==> config.mk <==
export PLATFORM = sky130hd
export DESIGN_NAME = ss_scan_ctrl
export DESIGN_NICKNAME = d
export VERILOG_FILES = /design/src/rtl/ss_scan_ctrl.sv
export SDC_FILE = /design/constraint.sdc
export NUM_CORES = 1
export LEC_CHECK = 0
export BUFFER_PORTS_ARGS = -buffer_cell sky130_fd_sc_hd__buf_2
export CAP_MARGIN = 15
export CORE_AREA = 10 10 100 102
export CTS_CLUSTER_DIAMETER = 50
export CTS_CLUSTER_SIZE = 8
export DETAILED_ROUTE_END_ITERATION = 12
export DIE_AREA = 0 0 110 112
export HOLD_SLACK_MARGIN = 0.05
export PLACE_DENSITY = 0.57
export SYNTH_ARGS = -nofsm -noshare
export SYNTH_HDL_FRONTEND = slang
export SYNTH_SLANG_ARGS = --single-unit
export TNS_END_PERCENT = 50
==> constraint.sdc <==
create_clock -name clk -period 2.1 [get_ports clk]
set_input_delay 0.21 -clock clk [delete_from_list [all_inputs] [get_ports clk]]
set_output_delay 0.21 -clock clk [all_outputs]
set_load 0.05 [all_outputs]
==> src/rtl/ss_scan_ctrl.sv <==
// Snake-game score keeper: 4-digit BCD counter with saturation at 9999
// and a time-multiplexed digit scanner for the seven-segment display.
module ss_scan_ctrl #(
    parameter int         REFRESH_DIV = 100000,
    parameter bit         BLANK_LZ    = 1'b1,
    parameter logic [3:0] DP_MASK     = 4'b0000
) (
    input  logic        clk,
    input  logic        rst,
    input  logic        score_inc,
    input  logic        score_clr,
    input  logic        hold,
    output logic [3:0]  an,
    output logic [3:0]  digit_val,
    output logic        dp_sel,
    output logic        score_max,
    output logic [15:0] score_bcd
);

    localparam int CW = (REFRESH_DIV > 2) ? $clog2(REFRESH_DIV) : 1;
    localparam logic [CW-1:0] TERM = CW'(REFRESH_DIV - 1);

    logic [CW-1:0] refCnt;
    logic [1:0]    idx;
    logic [15:0]   score;
    logic [15:0]   scoreNext;
    logic          carry;
    logic [3:0]    curDigit;
    logic          blanked;
    logic [3:0]    anNext;
    logic          dpNext;

    always_comb begin
        scoreNext = score;
        carry     = 1'b0;
        if (score_clr) begin
            scoreNext = '0;
        end else if (score_inc && !hold && score != 16'h9999) begin
            // ripple the decimal carry through all digits in one cycle
            carry = 1'b1;
            for (int k = 0; k < 4; k++) begin
                if (carry) begin
                    if (score[4*k +: 4] == 4'd9) begin
                        scoreNext[4*k +: 4] = 4'd0;
                    end else begin
                        scoreNext[4*k +: 4] = score[4*k +: 4] + 4'd1;
                        carry = 1'b0;
                    end
                end
            end
        end
    end

    always_comb begin
        curDigit = score[3:0];
        blanked  = 1'b0;
        unique case (idx)
            2'd0: begin
                curDigit = score[3:0];
                blanked  = 1'b0;
            end
            2'd1: begin
                curDigit = score[7:4];
                blanked  = BLANK_LZ && (score[15:4] == 12'h000);
            end
            2'd2: begin
                curDigit = score[11:8];
                blanked  = BLANK_LZ && (score[15:8] == 8'h00);
            end
            2'd3: begin
                curDigit = score[15:12];
                blanked  = BLANK_LZ && (score[15:12] == 4'h0);
            end
        endcase
        anNext = blanked ? 4'b1111 : ~(4'b0001 << idx);
        dpNext = blanked ? 1'b1 : ~DP_MASK[idx];
    end

    always_ff @(posedge clk) begin
        if (rst) begin
            score     <= '0;
            score_max <= 1'b0;
        end else begin
            score     <= scoreNext;
            score_max <= (scoreNext == 16'h9999);
        end
    end

    always_ff @(posedge clk) begin
        if (rst) begin
            refCnt <= '0;
            idx    <= 2'd0;
        end else if (refCnt == TERM) begin
            refCnt <= '0;
            idx    <= idx + 2'd1;
        end else begin
            refCnt <= refCnt + CW'(1);
        end
    end

    // outputs are registered so an never shows two low bits mid-transition
    always_ff @(posedge clk) begin
        if (rst) begin
            an        <= 4'b1111;
            digit_val <= 4'd0;
            dp_sel    <= 1'b1;
        end else begin
            an        <= anNext;
            digit_val <= curDigit;
            dp_sel    <= dpNext;
        end
    end

    assign score_bcd = score;

endmodule

# After elaboration in Yosys (flattened, before gate mapping)
# Cells that the tools add are included.
[word_totals]
inputBits = 5
latch_bits = 0
romBits = 0
n_memories = 0
mem_bits_rw = 0
elab_cells = 60
output_inout_bits = 26
reg_bits = 45
[op_classes]
shift = 1
magnitude_cmp = 1
n_eq_ne = 10
addsub = 6
n_mul = 0
reduce_logical = 9
div_mod_pow = 0
bitwise = 2
n_mux = 24
[op_table]
columns = ["operator", "n"]
rows = [
  ["2-to-1 mux 16 bit", 2],
  ["2-to-1 mux 4 bit", 7],
  ["adder 17 x 1 -> 17 bit, second input constant", 1],
  ["equality test 17 bit, second input constant", 1],
  ["adder 4 x 1 -> 4 bit, second input constant", 4],
  ["equality test 16 bit, second input constant", 1],
  ["equality test 4 bit, second input constant", 4],
  ["!= test 16 bit, second input constant", 1],
  ["one-hot mux 4 bit (4 select lines)", 1],
  ["logical NOT 12 bit", 1],
  ["2-to-1 mux 1 bit", 12],
  ["logical NOT 8 bit", 1],
  ["equality test 2 bit, second input constant", 2],
  ["logical NOT 4 bit", 1],
  ["NOT 4 bit", 1],
  ["one-hot mux 1 bit (4 select lines)", 1],
  ["OR reduction 2 bit", 2],
  ["left shift 1 x 2 -> 4 bit, first input constant", 1],
  ["less-than comparator 2 x 3 -> 1 bit, second input constant", 1],
  ["adder 2 x 1 -> 2 bit, second input constant", 1],
  ["binary-select mux 1 bit (select 2 bit)", 1],
  ["equality test 2 x 1 -> 1 bit, second input constant", 1],
  ["logical AND 1 bit", 2],
  ["logical NOT 2 bit", 1],
  ["2 further kinds", 2],
]

# Depth between registers and ports, before layout
[logic_depth]
ltp_word = 15
ltp_mapped = 8
mapped_depth_nobuf = 7

# Least setup slack after synthesis
# No wires, ideal clock.
[synth_path]
kind = "reg2reg"
start = "register score[0] (netlist: score_bcd[0])"
end = "register score[11] (netlist: score_bcd[11])"
required_time_ns = 2.029
setup_ns = 0.071
path_stages_with_launch = 8
slack_ns = -0.029
n_path_buf = 1
arrival_ns = 2.058
cell_sequence = "dfxtp_1 > ha_1 > and4b_1 > buf_2 > nand4_1 > nor4b_1 > o21ai_1 > a21oi_1"
[synth_via]
elab_chain_len = 10
word_cells_on_any_way = 12
cone_classes = "eq/ne: 2; mux: 9; reduce/logical: 1"
[synth_rtl]
columns = ["item", "line", "rtl"]
rows = [
  ["start, declared", "25", "logic [15:0] score;"],
  ["start signal, assigned", "84", "score <= scoreNext;"],
  ["equality test 4 bit", "43", "if (score[4*k +: 4] == 4'd9) begin"],
  ["2-to-1 mux 1 bit", "43", ""],
  ["2-to-1 mux 1 bit", "38", "end else if (score_inc && !hold && score != 16'h9999) begin"],
  ["2-to-1 mux 1 bit", "36", "if (score_clr) begin"],
  ["2-to-1 mux 1 bit", "42", "if (carry) begin"],
  ["2-to-1 mux 1 bit", "38", ""],
  ["2-to-1 mux 1 bit", "36", ""],
  ["2-to-1 mux 4 bit", "42", ""],
  ["2-to-1 mux 16 bit *", "38", ""],
  ["2-to-1 mux 16 bit *", "36", ""],
]
# Mark *: on every way between the ends. The rest lies on a longest branch, timed or not. The select of a mux whose other input is x is not followed.
# A chain may end at the register's enable or synchronous reset.

# Final worst setup path
[layout_path]
start = "register score[1] (netlist: score_bcd[1])"
end = "register score_max"
[layout_via]
elab_chain_len = 14
word_cells_on_any_way = 20
cone_classes = "add/sub: 1; eq/ne: 3; mux: 15; reduce/logical: 1"
[layout_rtl]
columns = ["item", "line", "rtl"]
rows = [
  ["equality test 4 bit", "43", ""],
  ["2-to-1 mux 1 bit", "43", ""],
  ["2-to-1 mux 1 bit", "38", ""],
  ["2-to-1 mux 1 bit", "36", ""],
  ["2-to-1 mux 1 bit", "42", ""],
  ["2-to-1 mux 1 bit", "38", ""],
  ["2-to-1 mux 1 bit", "36", ""],
  ["2-to-1 mux 1 bit", "42", ""],
  ["2-to-1 mux 1 bit", "38", ""],
  ["2-to-1 mux 1 bit", "36", ""],
  ["2-to-1 mux 4 bit", "42", ""],
  ["2-to-1 mux 16 bit *", "38", ""],
  ["2-to-1 mux 16 bit *", "36", ""],
  ["equality test 16 bit *", "85", "score_max <= (scoreNext == 16'h9999);"],
  ["end signal, assigned", "85", ""],
  ["end, declared", "16", "output logic score_max,"],
]
# Marks and branches as above.

==> impl_metrics.csv <==
group,metric,value,unit
route,wirelength,5770,um
worst_setup_path,crit_end,"score_max$_SDFF_PP0_",
outcome,status,"finished clean",
final_layout,n_antenna_cell,0,
synth,syn_area_per_cell,8.42,sq um
grt,grt_max_degree,18,
timing,hold_viol,0,
synth,ys_ff_latch,44,
grt,antenna_found_initial,0,
final_layout,fin_nets,325,
synth,synth_edf_count,0,
clock_network,h-tree-depth,2,
grt,grt_pass1_vias,1960,
power,power.static_leakage,1.07,nW
route,drt-pass1-iter-count,4,
timing,relSlewSlack,59.0,%
clock_network,cts.sinks,44,
die,die_x,110,um
die,dieArea,12300,sq um
synth,syn_nets,292,
die,rows,33,
timing,clock.fmax,525,MHz
final_layout,area_growth_syn_to_layout,16.9,%
clock_network,cts_buffers,5,
synth,syn_area,2350,sq um
clock_network,cts_hold_buf,0,
power,power,1.48,mW
route,viasPerCell,4.99,
worst_setup_path,worst_setup_path_start_kind,"flop",
worst_setup_path,cp_data_arrival_time,2.12,ns
route,ant_nets,0,
synth,ys_async_sr_fraction,0,%
grt,grt-ovfl-total,0,
timing,tns,0,ns
clock_network,clk_path_buf_depth,2,
grt,grt_pass1_wl,9600,um
die,initial_utilization,29.2,%
route,vias,2084,
die,io_pins,31,
route,route.detailed.drc,0,
placed_design,hpwl,4420,um
worst_setup_path,crit_path_max_incr_delay,0.37,ns
synth,ys_seq_area_share,37.5,%
timing,worst_pin_slew,0.614,ns
synth,yosysUniqueCellTypes,56,
die,fp.coreArea,8050,sq um
clock_network,root_buffer,"clkbuf_8",
worst_setup_path,cp_max_fo,8,
worst_setup_path,rr_startpoint,"score_bcd[1]$_SDFF_PP0_",
worst_setup_path,crit_start,"score_bcd[1]$_SDFF_PP0_",
worst_hold_path,hp-class,"primary input to flop",
timing,whs,0.198,ns
synth,yosys_most_used_dff,"dfxtp_1",
worst_setup_path,crit_type,"flop to flop",
power,power.density,538,nW/um^2
route,drtIter0Drc,135,
worst_setup_path,worstSetupEndpointType,"flop",
worst_setup_path,reg2reg_to,"score_max$_SDFF_PP0_",
placed_design,port_buffers,29,
final_layout,fill_cells,866,
synth,synthCells,279,
clock_network,clkLatencyLatePin,0.30,ns
worst_setup_path,cp.required,2.31,ns
timing,rsz0062_at_grt,"no",
timing,fin_crit,1.91,ns
worst_setup_path,reg2reg_depth,7,
timing,drv_slew,0,
worst_setup_path,reg2reg_slack,0.19,ns
synth,yosys_warnings,0,
power,ir_drop,0.000215,V
final_layout,layout-drive-gt1-share,19.2,%
run,drv_cap,0,
timing,skew,0.00283,ns
placed_design,gp_congestion,0.900,
die,die_h,112,um
clock_network,path_clk_slew,0.09,ns
worst_setup_path,worstPathCellList,"inv_1, ha_1, and4b_2, nand4_1, mux2i_1, nor2_1, nor4_2",
worst_setup_path,slowest_stage,"and4b_2",
timing,post-route-period-util,90.7,%
grt,grtUsageTotal,9.53,%
timing,setup_viol,0,
route,wl_per_cell,13.8,um
clock_network,cts_tree,"done",
-- cells by family (layout without fill, tap and decap cells) --
family | count (synthesis) | after routing | share of synthesized area [%]
other cells | 1 | 1 | 0.160
compound gates | 45 | 45 | 12.5
flops | 44 | 44 | 37.5
fa+ha+maj | 8 | 8 | 4.26
xor+xnor | 19 | 19 | 7.08
simple gates | 136 | 136 | 32.6
buf+inv | 22 | 56 | 4.21
mux | 4 | 4 | 1.70
-- sequential cells by signal (all words and copies together) (netlist names) --
register and cells:
an 4, digit_val 4, idx 2, refCnt 17, score_bcd 16, score_max 1
-- area by class of cell --
class / count / area (sq um) / share of cell area (%)
Clock buffer: 6 / 82.6 / 3.01
Clock inverter: 2 / 15.0 / 0.546
Inverter: 6 / 22.5 / 0.820
Multi-Input combinational cell: 213 / 1370 / 49.9
Sequential cell: 44 / 882 / 32.1
Tap cell: 105 / 131 / 4.78
Timing Repair Buffer: 42 / 243 / 8.83
-- timing repair --
action / CTS / global route
resized for setup: 0 / 1
endpoints found under the hold margin: 0 / 0
setup endpoints to repair: 0 / 3
buffers inserted: 0 / 0
-- power by group --
group / switching [mW] / internal (mW)
clock: 0.301 / 0.266
combinational: 0.0462 / 0.0194
sequential: 0.00401 / 0.841
-- worst max-delay path, delay by kind of cell (launching register included) --
family                   cells  cell delay (ns)
AND/OR/NAND/NOR              4             0.89
flip-flops                   1             0.32
multiplexers                 1             0.28
adder cells (fa/ha/maj)      1             0.26
buffers and inverters        1             0.06
-- through the flow --
stage | setup slack [ns] | instances | cell area (sq um) | util, %
floorplan | 0.0124 | 279 | 2350 | -
global placement | 0.289 | 410 | 2650 | 32.9
detailed placement | 0.170 | 410 | 2650 | 32.9
CTS | 0.149 | 418 | 2750 | 34.1
global route | 0.0250 | 418 | 2750 | 34.1
finish | 0.194 | 418 | 2750 | 34.1
-- metal layers --
metal / routed length, um / global-route usage [%] / part of all wire (%)
met1: 2590 / 11.9 / 45
met5: 0 / 0 / 0
met2: 2720 / 15.1 / 47
met3: 324 / 2.08 / 5.6
met4: 133 / 4.25 / 2.3
-- synth_stat cells (all sizes together) (2+ instances only) --
cell type | n | share of area [%]
nor2 | 47 | 7.5
dfxtp | 44 | 37
a21oi | 16 | 3.4
nand2 | 15 | 2.4
o21ai | 10 | 2.1
xor2 | 10 | 3.7
xnor2 | 9 | 3.4
buf | 8 | 1.9
clkbuf | 8 | 1.3
ha | 8 | 4.3
nand3 | 8 | 1.7
nand4 | 8 | 2.1
nor2b | 7 | 1.9
nor3 | 7 | 1.9
and3 | 6 | 1.6
inv | 6 | 0.96
nor3b | 6 | 2.1
or3 | 5 | 1.3
a222oi | 4 | 1.7
mux2i | 4 | 1.7
and4 | 3 | 1.1
nand2b | 3 | 0.80
nor4 | 3 | 1.3
a31oi | 2 | 0.53
and3b | 2 | 0.80
and4b | 2 | 0.85
nand4bb | 2 | 0.96
nor4bb | 2 | 0.85
o21a | 2 | 0.64
o21bai | 2 | 0.64
o31ai | 2 | 0.64
or2 | 2 | 0.53
-- worst min-delay path by stage --
| stage | slack (ns) | end | start | cells past startpoint |
|---|---|---|---|---|
| 6_report | 0.20 | idx[0]$_SDFFE_PP0P_ | rst | 2 |
| 3_5_place_dp | 0.43 | refCnt[0]$_SDFF_PP0_ | refCnt[0]$_SDFF_PP0_ | 1 |
| 5_1_grt | 0.20 | digit_val[0]$_SDFF_PP0_ | rst | 2 |
| 4_1_cts | 0.18 | idx[0]$_SDFFE_PP0P_ | rst | 2 |
| 3_3_place_gp | 0.43 | refCnt[0]$_SDFF_PP0_ | refCnt[0]$_SDFF_PP0_ | 1 |
| 2_1_floorplan | 0.41 | refCnt[0]$_SDFF_PP0_ | refCnt[0]$_SDFF_PP0_ | 1 |
-- layout by cell type (no fill, tap or decap), types with 2 or more instances in the layout --
| cell | instances |
|---|---|
| a21oi_1 | 16 |
| a222oi_1 | 4 |
| a31oi_1 | 2 |
| and3_1 | 6 |
| and4_1 | 3 |
| buf_2 | 29 |
| buf_4 | 13 |
| clkbuf_8 | 6 |
| clkinvlp_4 | 2 |
| dfxtp_1 | 43 |
| ha_1 | 8 |
| inv_1 | 6 |
| mux2i_1 | 4 |
| nand2_1 | 15 |
| nand2b_1 | 3 |
| nand3_1 | 8 |
| nand4_1 | 8 |
| nand4bb_1 | 2 |
| nor2_1 | 47 |
| nor2b_1 | 7 |
| nor3_1 | 5 |
| nor3_2 | 2 |
| nor3b_1 | 5 |
| nor4_2 | 2 |
| nor4bb_1 | 2 |
| o21a_1 | 2 |
| o21ai_0 | 6 |
| o21ai_1 | 4 |
| o21bai_1 | 2 |
| o31ai_1 | 2 |
| or3_1 | 5 |
| xnor2_1 | 9 |
| xor2_1 | 10 |
Power figures use the tool's default switching activity.
